[src/rtl/serial_queue_ctrl.sv]
// serial_queue_ctrl
//   Builds bytes from a bit-serial input and stores them in a small circular
//   FIFO. A byte is shifted in LSB first, one bit per rising edge of write_in.
//   The completed byte waits in a holding register until an enqueue command
//   commits it to the FIFO. A dequeue command pops the oldest byte onto
//   data_out.
//
// Ports
//   clock_1MHz  system clock; all logic runs on its rising edge
//   rst         synchronous active-high reset
//   data_in     serial data bit, taken on a write_in rising edge
//   write_in    bit strobe; each rising edge shifts in one bit
//   enqueue_in  commit command; each rising edge is one request
//   dequeue_in  pop command; each rising edge is one request
//   status_out  1 while ready to receive a new byte
//   data_out    last popped byte; holds until the next successful pop
//   count_out   FIFO occupancy, 0..DEPTH
//   full_out    count_out == DEPTH
//   empty_out   count_out == 0
module serial_queue_ctrl #(
  parameter int DEPTH = 8
) (
  input  logic                     clock_1MHz,
  input  logic                     rst,
  input  logic                     data_in,
  input  logic                     write_in,
  input  logic                     enqueue_in,
  input  logic                     dequeue_in,
  output logic                     status_out,
  output logic [7:0]               data_out,
  output logic [$clog2(DEPTH):0]   count_out,
  output logic                     full_out,
  output logic                     empty_out
);

  localparam int PW = $clog2(DEPTH);
  localparam int CW = PW + 1;
  localparam logic [CW-1:0] FULL_CNT = CW'(DEPTH);

  typedef enum logic {
    RECV = 1'b0,
    HOLD = 1'b1
  } state_t;

  state_t        state;
  logic          data_q;
  logic          write_q, write_qq;
  logic          enq_q, enq_qq;
  logic          deq_q, deq_qq;
  logic          write_edge, enq_edge, deq_edge;
  logic          is_full, is_empty;
  logic          push, pop;
  logic [7:0]    sr, sr_next, hold;
  logic [2:0]    bit_cnt;
  logic [PW-1:0] wr_ptr, rd_ptr;
  logic [CW-1:0] count_next;
  logic [7:0]    mem [DEPTH];

  // Edge detection on the registered inputs
  assign write_edge = write_q & ~write_qq;
  assign enq_edge   = enq_q & ~enq_qq;
  assign deq_edge   = deq_q & ~deq_qq;

  assign is_full  = (count_out == FULL_CNT);
  assign is_empty = (count_out == '0);

  // A full FIFO still accepts a push when a pop frees a slot in the same
  // cycle; the pop reads the pre-edge array, so the shared slot is safe.
  assign push = (state == HOLD) && enq_edge && (!is_full || deq_edge);
  assign pop  = deq_edge && !is_empty;

  assign sr_next = {data_q, sr[7:1]};

  always_comb begin
    count_next = count_out;
    case ({push, pop})
      2'b10:   count_next = count_out + 1'b1;
      2'b01:   count_next = count_out - 1'b1;
      default: count_next = count_out;
    endcase
  end

  always_ff @(posedge clock_1MHz) begin
    if (rst) begin
      state      <= RECV;
      data_q     <= 1'b0;
      write_q    <= 1'b0;
      write_qq   <= 1'b0;
      enq_q      <= 1'b0;
      enq_qq     <= 1'b0;
      deq_q      <= 1'b0;
      deq_qq     <= 1'b0;
      sr         <= 8'h00;
      hold       <= 8'h00;
      bit_cnt    <= 3'd0;
      wr_ptr     <= '0;
      rd_ptr     <= '0;
      data_out   <= 8'h00;
      status_out <= 1'b0;
      count_out  <= '0;
      full_out   <= 1'b0;
      empty_out  <= 1'b1;
    end else begin
      data_q   <= data_in;
      write_q  <= write_in;
      write_qq <= write_q;
      enq_q    <= enqueue_in;
      enq_qq   <= enq_q;
      deq_q    <= dequeue_in;
      deq_qq   <= deq_q;

      // Registered from the state, so it trails a state change by one edge
      status_out <= (state == RECV);

      count_out <= count_next;
      full_out  <= (count_next == FULL_CNT);
      empty_out <= (count_next == '0);

      if (pop) begin
        data_out <= mem[rd_ptr];
        rd_ptr   <= rd_ptr + 1'b1;
      end
      if (push) begin
        wr_ptr <= wr_ptr + 1'b1;
      end

      case (state)
        RECV: begin
          if (write_edge) begin
            sr <= sr_next;
            if (bit_cnt == 3'd7) begin
              hold    <= sr_next;
              bit_cnt <= 3'd0;
              state   <= HOLD;
            end else begin
              bit_cnt <= bit_cnt + 1'b1;
            end
          end
        end
        HOLD: begin
          // Write edges are dropped here; a rejected enqueue keeps hold.
          if (push) begin
            state <= RECV;
          end
        end
        default: state <= RECV;
      endcase
    end
  end

  // Storage array is deliberately not cleared by reset
  always_ff @(posedge clock_1MHz) begin
    if (!rst && push) begin
      mem[wr_ptr] <= hold;
    end
  end

endmodule

[config.mk]
export PLATFORM = sky130hd
export DESIGN_NAME = serial_queue_ctrl
export DESIGN_NICKNAME = d
export VERILOG_FILES = /design/src/rtl/serial_queue_ctrl.sv
export SDC_FILE = /design/constraint.sdc
export NUM_CORES = 1
export LEC_CHECK = 0
export ABC_AREA = 0
export BUFFER_PORTS_ARGS = -buffer_cell sky130_fd_sc_hd__buf_2
export CAP_MARGIN = 20
export CORE_MARGIN = 5
export CORE_UTILIZATION = 60
export DETAILED_ROUTE_END_ITERATION = 12
export GPL_ROUTABILITY_DRIVEN = 0
export PLACE_DENSITY_LB_ADDON = 0.3
export SYNTH_ARGS = -nofsm -noshare
export SYNTH_HDL_FRONTEND = slang
export SYNTH_SLANG_ARGS = --single-unit
export TNS_END_PERCENT = 20
[constraint.sdc]
create_clock -name clock_1MHz -period 3.5 [get_ports clock_1MHz]
set_input_delay 0.175 -clock clock_1MHz [delete_from_list [all_inputs] [get_ports clock_1MHz]]
set_output_delay 0.175 -clock clock_1MHz [all_outputs]
set_load 0.03 [all_outputs]
==> summary.md, run 1 <==
| Metric | Value |
|---|---|
| Status | `finished, final reports clean` |
| Ys async rst share | `0` |
| WP data required | `~3800 ps` |
| Largest family of logic cells by synthesized area | `multiplexers` |
| Crit path from | `count_out[0]` |
| CTS H-tree depth | `3` |
| Congestion Overflow GR | `0` |
| Residual DRC | `0` |
| Synthesis-to-layout area growth | `9.10%` |
| Type of the worst min-delay path | `in2reg` |
| YS warnings | `0` |
| Synth Area in XOR/XNOR | `0.0101` |
| I/O Buffers | `20` |
| Reg2reg start | `count_out[0]` |
| RSZ-0062 raised after global routing | `no` |
| Starting Density | `0.605` |
| Initial DRT Pass Iterations | `4` |
| Peak Freq | `338 MHz` |
| Tcrit/Tclk final | `0.846` |
| TritonCTS clock tree | `built` |
| Via count | `between 2000 and 2500` |
| Syn_nets | `310` |
| Remaining antenna violation count after routing | `0` |
| Worst Tran Pin Value | `921 ps` |
| Critical-path maximum fanout | `8` |
| Setup CP Type | `reg2reg` |
| Leak | `around 1.6 nW` |
| Mux contribution to synthesized area | `0.132` |
| Largest net degree at the start of global routing | `53` |
| First-pass GRT wire length | `roughly 12 mm` |
| Cell variety after synth | `45` |
| Final net count | `between 300 and 400` |
| Setup violations, final | `0` |
| Worst Min Path Start | `data_in` |
| Compound-Gate Fraction of Synth Area | `0.0469` |
| Root Buffer | `clkbuf_8` |
| Hold_buf cts | `0` |
| FF-to-FF setup slack | `approximately 540 ps` |
| Hpwl dp | `between 4 and 5 mm` |
| Synth Area in Adders | `0.0249` |
| Routed Wire Length | `6.90 mm` |
| CP endpoint kind | `flop` |
| Final hold violations | `0` |
| Clk slew on worst S/H paths | `100 ps` |
| Sequential area share after synthesis | `0.663` |
| Total core area | `approximately 0.0071 mm^2` |
| Number of synthesized flops with an enable pin | `between 60 and 70` |
| Worst setup SP type | `flop` |
| Placed cell area | `0.00451 mm^2` |
| Core Rows | `31` |
| Via density | `between 5 and 6` |
| # fillers | `approximately 530` |
| Peak supply drop | `around 0.00021 V` |
| Syn Area/Cell | `~15 um^2` |
| Design area | `between 0.004 and 0.005 mm^2` |
| Initial antenna violation count | `0` |
| Setup_tns | `0 ps` |
| Gate Count Post-Synth | `296` |
| Fraction of layout cells with a size suffix above 1 | `0.204` |
| Number of buffers created by CTS | `9` |
| Max-capacitance violation count | `0` |
| Rel. slew slack | `0.386` |
| Clock Skew | `about 12 ps` |
| Critical path arrival | `~3300 ps` |
| Post-synthesis simple-gate area fraction | `0.0979` |
| Die area | `0.00899 mm^2` |
| Die width | `around 95 um` |
| # clock sinks | `~110` |
| CTS Buffer Depth | `2` |
| Worst-skew pair later-pin latency | `approximately 360 ps` |
| Drt wl/cell | `about 16 um` |
| DR iter-0 viols | `112` |
| Final Critical Period | `around 3000 ps` |
| Area of the mapped netlist | `roughly 0.0043 mm^2` |
| PD cells | `455 mW/mm^2` |
| ANT cells | `0` |
| GRT Total Usage | `0.176` |
| Vias in the first global route | `around 2300` |
| Max Slew Vio Count | `0` |
| Ys flop type | `edfxtp_1` |
| Setup Fix Bufs, Post-CTS | `0` |
| Die Y-Extent | `94.8 um` |
| I/O pin count | `21` |
| Yosys reg bits | `111` |
| Post-CTS sizing | `0` |
-- final cells by class --
type                    count  area [um^2]  area share
flip-flops and latches    111         2860       0.608
well taps                  99          124      0.0263
inverters                   4         15.0     0.00319
multi-input cells         166         1350       0.287
repair buffers             27          153      0.0324
clock inverters             4         26.3     0.00558
clock buffers              12          178      0.0377
-- final timing paths --
path | endpoint | depth (start not counted)
max | full_out | 8
min | data_q | 2
max reg2reg | full_out | 8
min reg2reg | hold[7] | 2
-- worst max-delay path, cell delays in order (launching register included) --
cell	delay, ps
dfxtp_1	530
nor3_4	100
a31oi_2	290
inv_2	120
ha_1	290
fa_1	490
or4b_4	490
or4_1	410
a31oi_1	160
-- cells in the mapped netlist (2+ instances only) --
| cell type | n | area share |
|---|---|---|
| mux4_2 | 16 | 0.083 |
| a31oi_1 | 2 | 0.0029 |
| o21ai_0 | 3 | 0.0035 |
| inv_1 | 3 | 0.0026 |
| mux2i_1 | 21 | 0.049 |
| xnor2_1 | 2 | 0.0041 |
| a211oi_1 | 9 | 0.016 |
| nor2_1 | 35 | 0.030 |
| nand2_1 | 22 | 0.019 |
| buf_6 | 2 | 0.0052 |
| edfxtp_1 | 64 | 0.45 |
| or4_1 | 2 | 0.0035 |
| nor3b_1 | 2 | 0.0035 |
| nand3_1 | 2 | 0.0023 |
| xor2_1 | 3 | 0.0061 |
| buf_2 | 3 | 0.0035 |
| clkbuf_1 | 6 | 0.0052 |
| nor4_1 | 2 | 0.0029 |
| nor2b_1 | 7 | 0.010 |
| buf_4 | 2 | 0.0035 |
| dfxtp_1 | 47 | 0.22 |
| a21oi_1 | 12 | 0.014 |
| ha_1 | 7 | 0.020 |
-- placed cells by master (no fill, tap or decap), types with 3 or more instances in the layout --
| master | instances |
|---|---|
| edfxtp_1 | 64 |
| dfxtp_1 | 47 |
| nor2_1 | 35 |
| nand2_1 | 22 |
| mux2i_1 | 21 |
| buf_2 | 20 |
| mux4_2 | 16 |
| a21oi_1 | 12 |
| a211oi_1 | 9 |
| clkbuf_8 | 9 |
| nor2b_1 | 7 |
| ha_1 | 7 |
| buf_4 | 7 |
| inv_1 | 3 |
| xor2_1 | 3 |
| o21ai_0 | 3 |
-- cells by family after synthesis --
group | count (synthesis)
xor gates and xnor gates | 5
muxes | 37
adders and majority gates | 8
and+or+nand+nor | 85
AOI/OAI and AO/OA | 31
buffers and inverters | 19
DFF | 111
-- power breakdown --
| part | total, W | switching, W | internal (W) |
|---|---|---|---|
| registers | 0.00137 | 0.00000285 | 0.00137 |
| logic | 0.0000289 | 0.0000179 | 0.0000110 |
| clock network | 0.000743 | 0.000398 | 0.000345 |
| total | 0.00214 | 0.000419 | 0.00173 |
-- per-layer routing --
layer / vias to the layer above / GRT usage / routed length (um)
met5: - / 0 / 0
met4: 0 / 0.0865 / 88
met3: 6 / 0.0263 / 271
met2: 34 / 0.275 / 3400
met1: 1148 / 0.243 / 3140
li1: 1142 / - / -
-- registers in the layout, summed over array words and instances, names as in the netlist, 3 cells and up --
name,cells
rd_ptr,3
sr,7
count_out,4
data_out,8
hold,8
bit_cnt,3
mem,64
wr_ptr,3
-- per-stage QoR --
step | cells | utilization | power, W | setup WS, ps | hold slack [ps]
after floorplan | 296 | - | 0.00143 | 398 | 303
after global placement | 407 | 0.631 | 0.00143 | 658 | 385
after detailed placement | 407 | 0.631 | 0.00143 | 576 | 389
after CTS | 423 | 0.660 | 0.00217 | 542 | 4.17
after global routing | 423 | 0.660 | 0.00223 | 347 | 18.3
final | 423 | 0.660 | 0.00214 | 538 | 21.7
Power figures use the tool's default switching activity.
==> inputs of run 2 (changes only) <==
==> constraint.sdc (replaced) <==
create_clock -name clock_1MHz -period 2.75 [get_ports clock_1MHz]
set_input_delay 0.1375 -clock clock_1MHz [delete_from_list [all_inputs] [get_ports clock_1MHz]]
set_output_delay 0.1375 -clock clock_1MHz [all_outputs]
set_load 0.03 [all_outputs]
==> run 2 against run 1 <==
Compared with the run above: non-clock buffer count increased by 12; register-to-register slack worse by 420 ps; global-route usage down 0.11 points; count of clock-buffer cells in the layout unchanged; wire length grew 1.7%; core utilization up 2.1 points; sequential share of layout area decreased by 1.7 points; sequential cell count did not move; critical path depth unchanged; die area unchanged; hold slack improved by 370 ps; power increased by 32%; critical endpoint unchanged; largest cell class unchanged; largest power group unchanged.
==> summary.md, run 2 (synthesis results as in run 1) <==
| Metric | Value |
|---|---|
| Status | `finished, final reports clean` |
| Clock Skew | `9.67 ps (-2.59 ps)` |
| Setup violations, final | `0 (unchanged)` |
| ANT cells | `0 (unchanged)` |
| CTS H-tree depth | `3 (unchanged)` |
| Routed Wire Length | `7.02 mm (+1.7%)` |
| DR iter-0 viols | `94 (-16%)` |
| CP endpoint kind | `flop` |
| Tcrit/Tclk final | `0.956 (+0.109)` |
| WP data required | `3030 ps (-750 ps)` |
| GRT Total Usage | `0.175 (-0.00111)` |
| Leak | `1.68 nW (+4.4%)` |
| Die width | `94.8 um (unchanged)` |
| Max reg flops | `64 (unchanged)` |
| Critical-path maximum fanout | `7 (-1)` |
| Fraction of layout cells with a size suffix above 1 | `0.232 (+0.0284)` |
| Worst-skew pair later-pin latency | `360 ps (about the same)` |
| Final net count | `345 (+3.6%)` |
| Die Y-Extent | `94.8 um (unchanged)` |
| Initial antenna violation count | `0 (unchanged)` |
| # fillers | `537 (+1.7%)` |
| Max-capacitance violation count | `0 (unchanged)` |
| I/O Buffers | `20 (unchanged)` |
| Core Rows | `31 (unchanged)` |
| Remaining antenna violation count after routing | `0 (unchanged)` |
| # clock sinks | `111 (unchanged)` |
| Via density | `5.43 (-1.5%)` |
| Setup ws final | `122 ps (-416 ps)` |
| Setup_tns | `0 ps (unchanged)` |
| Peak Freq | `381 MHz (+13%)` |
| Starting Density | `0.605 (unchanged)` |
| Peak supply drop | `0.000331 V (+54%)` |
| Max Slew Vio Count | `0 (unchanged)` |
| Initial DRT Pass Iterations | `4 (unchanged)` |
| CTS Buffer Depth | `2 (unchanged)` |
| Fin cells | `435 (+2.8%)` |
| Root Buffer | `clkbuf_8` |
| Worst setup SP type | `flop` |
| Type of the worst min-delay path | `in2reg` |
| PD cells | `583 mW/mm^2 (+28%)` |
| Final Critical Period | `2630 ps (-334 ps)` |
| Number of buffers created by CTS | `9 (unchanged)` |
| Commonest cells after routing, fill and taps aside | `64 x edfxtp_1, 43 x dfxtp_1, 35 x nor2_1, 22 x nand2_1, 21 x mux2i_1` |
| Final hold violations | `0 (unchanged)` |
| Largest net degree at the start of global routing | `53 (unchanged)` |
| Residual DRC | `0 (unchanged)` |
| Critical path arrival | `2910 ps (-340 ps)` |
| Hpwl dp | `4.59 mm (-1.1%)` |
| Worst Setup Slack post-DPL | `7.71 ps (-568 ps)` |
| Synthesis-to-layout area growth | `12.6%` |
| Largest regs | `mem x64, data_out x8, hold x8` |
| Clk slew on worst S/H paths | `90 ps (about the same)` |
| Vias in the first global route | `2279 (-1.6%)` |
| Total core area | `0.00714 mm^2 (unchanged)` |
| Via count | `2361 (+1.3%)` |
| Setup CP Type | `reg2reg` |
| Cells after DPL | `412 (+1.2%)` |
| Drt wl/cell | `16.1 um (-1.1%)` |
| Top reg by flops | `mem` |
| TritonCTS clock tree | `built` |
| Die area | `0.00899 mm^2 (unchanged)` |
| Most common cell after layout, fill and taps aside | `edfxtp_1` |
| Rel. slew slack | `0.384 (-0.00231)` |
| First-pass GRT wire length | `11.7 mm (-0.58%)` |
| Congestion Overflow GR | `0 (unchanged)` |
| Worst Tran Pin Value | `924 ps (+3.47 ps)` |
| I/O pin count | `21 (unchanged)` |
==> run 2: final timing paths <==
path / slack (ps) / depth (start not counted) / end / start
worst max register to register: 120 / 8 / full_out / count_out[0]
worst min-delay path: 400 / 2 / count_out[0] / rst
worst max-delay path: 120 / 8 / full_out / count_out[0]
worst min register to register: 460 / 2 / hold[7] / data_q
==> run 2: cell type report <==
cell class | count | area [um^2] | share of cell area
repair buffers | 39 | 253 | 0.0520
well taps | 99 | 124 | 0.0255
flip-flops and latches | 111 | 2870 | 0.591
multi-input cells | 166 | 1370 | 0.282
clock buffers | 12 | 155 | 0.0319
clock inverters | 4 | 68.8 | 0.0142
inverters | 4 | 15.0 | 0.00309
==> run 2: where the power goes <==
part | switching [W] | internal (W)
Sequential | 0.00000344 | 0.00174
Clock | 0.000492 | 0.000559
Combinational | 0.0000233 | 0.0000178
==> run 2: per-stage QoR <==
| step | util | cell area [um^2] | hold WS (ps) | total power [W] |
|---|---|---|---|---|
| detailed placement | 0.640 | 4560 | 349 | 0.00182 |
| global route | 0.681 | 4860 | 428 | 0.00295 |
| CTS | 0.679 | 4840 | 380 | 0.00287 |
| global placement | 0.640 | 4560 | 348 | 0.00182 |
| finish | 0.681 | 4860 | 396 | 0.00284 |
| floorplan | - | 4340 | 266 | 0.00181 |
==> run 2: per-layer routing <==
layer	track usage	vias to the layer above	wire length [um]
met2	0.258	42	3460
met1	0.256	1148	3220
met5	0	-	0
met4	0.0721	0	101
met3	0.0367	10	232
li1	-	1161	-
==> run 2: repair_timing <==
action                                 CTS  global route
setup buffers                            2             1
gates resized for setup                  0             1
hold buffers                             4             0
endpoints found under the hold margin    4             0
setup endpoints to repair                1             1
pin swaps                                1             2
==> run 2: worst max-delay path: stages (launching register included) <==
cell	delay (ps)
dfxtp_4	390
nor3_4	220
buf_4	150
a21oi_4	60
ha_4	180
fa_1	480
or4b_4	500
or4_1	420
a31oi_1	160
==> inputs of run 3 (changes only) <==
--- a/config.mk
+++ b/config.mk
@@ -13,6 +13,7 @@
 export DETAILED_ROUTE_END_ITERATION = 12
 export GPL_ROUTABILITY_DRIVEN = 0
 export PLACE_DENSITY_LB_ADDON = 0.3
+export SETUP_SLACK_MARGIN = 0.3
 export SYNTH_ARGS = -nofsm -noshare
 export SYNTH_HDL_FRONTEND = slang
 export SYNTH_SLANG_ARGS = --single-unit
==> run 3 against run 2 <==
Compared with the run above: core utilization grew 1.0 points; critical path depth grew 1; sequential cell count is the same; critical endpoint unchanged; worst setup slack gained 85 ps; power shrank 2.0%; largest cell class unchanged; sequential power is essentially flat; register-to-register slack gained 90 ps.
==> summary.md, run 3 (synthesis results as in run 1) <==
| Metric | Value |
|---|---|
| Vias in the first global route | `2358 (+3.5%)` |
| First-pass GRT wire length | `12.0 mm (+1.9%)` |
| # clock sinks | `111 (unchanged)` |
| Peak supply drop | `0.000256 V (-22%)` |
| Final net count | `350 (+1.4%)` |
| CTS Buffer Depth | `2 (unchanged)` |
| Rel. slew slack | `0.398 (+0.0140)` |
| # fillers | `500 (-6.9%)` |
| Core Rows | `31 (unchanged)` |
| Starting Density | `0.605 (unchanged)` |
| Final Critical Period | `2540 ps (-85.4 ps)` |
| Worst Tran Pin Value | `903 ps (-21.0 ps)` |
| Tcrit/Tclk final | `0.925 (-0.0311)` |
| Root Buffer | `clkbuf_8` |
| Congestion Overflow GR | `0 (unchanged)` |
| Final hold violations | `0 (unchanged)` |
| Via count | `2381 (+0.85%)` |
| Placed cell area | `0.00459 mm^2 (+0.47%)` |
| Remaining antenna violation count after routing | `0 (unchanged)` |
| Largest net degree at the start of global routing | `53 (unchanged)` |
| Worst-skew pair later-pin latency | `360 ps (about the same)` |
| PD cells | `563 mW/mm^2 (-3.5%)` |
| Status | `finished, final reports clean` |
| Critical-path maximum fanout | `3 (-4)` |
| Leak | `1.70 nW (+1.4%)` |
| Max reg flops | `64 (unchanged)` |
| Cells after DPL | `412 (unchanged)` |
| Fraction of layout cells with a size suffix above 1 | `0.264 (+0.0318)` |
| Total core area | `0.00714 mm^2 (unchanged)` |
| Largest regs | `mem x64, data_out x8, hold x8` |
| I/O Buffers | `20 (unchanged)` |
| Top reg by flops | `mem` |
| Max-capacitance violation count | `0 (unchanged)` |
| Residual DRC | `0 (unchanged)` |
| ANT cells | `0 (unchanged)` |
| RSZ-0062 raised after global routing | `yes` |
| Synthesis-to-layout area growth | `14.3%` |
| Type of the worst min-delay path | `in2reg` |
| Peak Freq | `393 MHz (+3.4%)` |
| Routed Wire Length | `7.21 mm (+2.8%)` |
| Clock Skew | `8.02 ps (-1.65 ps)` |
| Setup violations, final | `0 (unchanged)` |
| Clk slew on worst S/H paths | `100 ps (about the same)` |
| Design area | `0.00493 mm^2 (+1.5%)` |
| Hpwl dp | `4.73 mm (+3.1%)` |
| CP endpoint kind | `flop` |
| Fin cells | `440 (+1.1%)` |
| TritonCTS clock tree | `built` |
| Worst setup SP type | `flop` |
| Busiest grt layer | `met2` |
| Setup CP Type | `reg2reg` |
| Via density | `5.41 (-0.30%)` |
| GRT met3 Usage | `0.0422 (+0.00558)` |
| Setup ws final | `208 ps (+85.4 ps)` |
| GR met2 Demand/Resource | `0.289 (+0.0311)` |
| Initial antenna violation count | `0 (unchanged)` |
| Met1 usage in global routing | `0.243 (-0.0131)` |
| DR iter-0 viols | `124 (+32%)` |
| Worst Setup Slack post-DPL | `48.2 ps (+40.4 ps)` |
| WP data required | `3030 ps (about the same)` |
| I/O pin count | `21 (unchanged)` |
| Setup_tns | `0 ps (unchanged)` |
| Most common cell after layout, fill and taps aside | `edfxtp_1` |
| Initial DRT Pass Iterations | `4 (unchanged)` |
| Die area | `0.00899 mm^2 (unchanged)` |
| Drt wl/cell | `16.4 um (+1.6%)` |
| GRT Total Usage | `0.179 (+0.00331)` |
| Commonest cells after routing, fill and taps aside | `64 x edfxtp_1, 42 x dfxtp_1, 35 x nor2_1, 22 x nand2_1, 21 x mux2i_1` |
| Max Slew Vio Count | `0 (unchanged)` |
| Die Y-Extent | `94.8 um (unchanged)` |
| Critical path arrival | `2820 ps (-90 ps)` |
| CTS H-tree depth | `3 (unchanged)` |
| Die width | `94.8 um (unchanged)` |
| Number of buffers created by CTS | `9 (unchanged)` |
## run 3: layout make-up
type	instances	area, um^2	share of cell area
flip-flops and latches	111	2880	0.583
multi-input cells	166	1410	0.285
repair buffers	44	294	0.0596
clock buffers	9	124	0.0251
well taps	99	124	0.0251
clock inverters	7	91.3	0.0185
inverters	4	15.0	0.00304
## run 3: layer usage
layer | share of wire | wire [um] | up-vias
met5 | 0 | 0 | -
met4 | 0.0073 | 53 | 0
met2 | 0.49 | 3560 | 35
li1 | - | - | 1178
met3 | 0.031 | 222 | 4
met1 | 0.47 | 3380 | 1164
## run 3: worst paths after layout
check,from,end,slack [ps],depth (start not counted)
setup reg to reg,count_out[2],full_out,210,9
setup / recovery,count_out[2],full_out,210,9
hold reg to reg,state,status_out,450,1
hold / removal,rst,count_out[0],390,2
## run 3: repair_timing
action | in CTS | in global routing
setup endpoints to repair | 3 | 3
hold buffers | 4 | 0
gates resized for setup | 6 | 3
buffers inserted | 7 | 1
pin swaps | 3 | 1
hold endpoints to repair | 4 | 0
## run 3: where the power goes
part,total [W],switching (W),internal [W]
Sequential,0.00174,0.00000396,0.00174
Clock,0.000993,0.000551,0.000442
Combinational,0.0000425,0.0000240,0.0000185
## run 3: metrics by stage
stage          total power, W   util  hold slack (ps)
2_1_floorplan         0.00181      -              266
3_5_place_dp          0.00182  0.643              355
4_1_cts               0.00280  0.688              382
5_1_grt               0.00288  0.691              435
6_report              0.00278  0.691              387
3_3_place_gp          0.00182  0.643              345
## run 3: critical path, cell delays in order, from the launching register on
cell     delay (ps)
dfxtp_4         370
nor3_4          200
buf_6           130
a31oi_4          80
inv_2            90
ha_4            140
fa_1            440
or4b_4          490
or4_1           400
a31oi_1         130
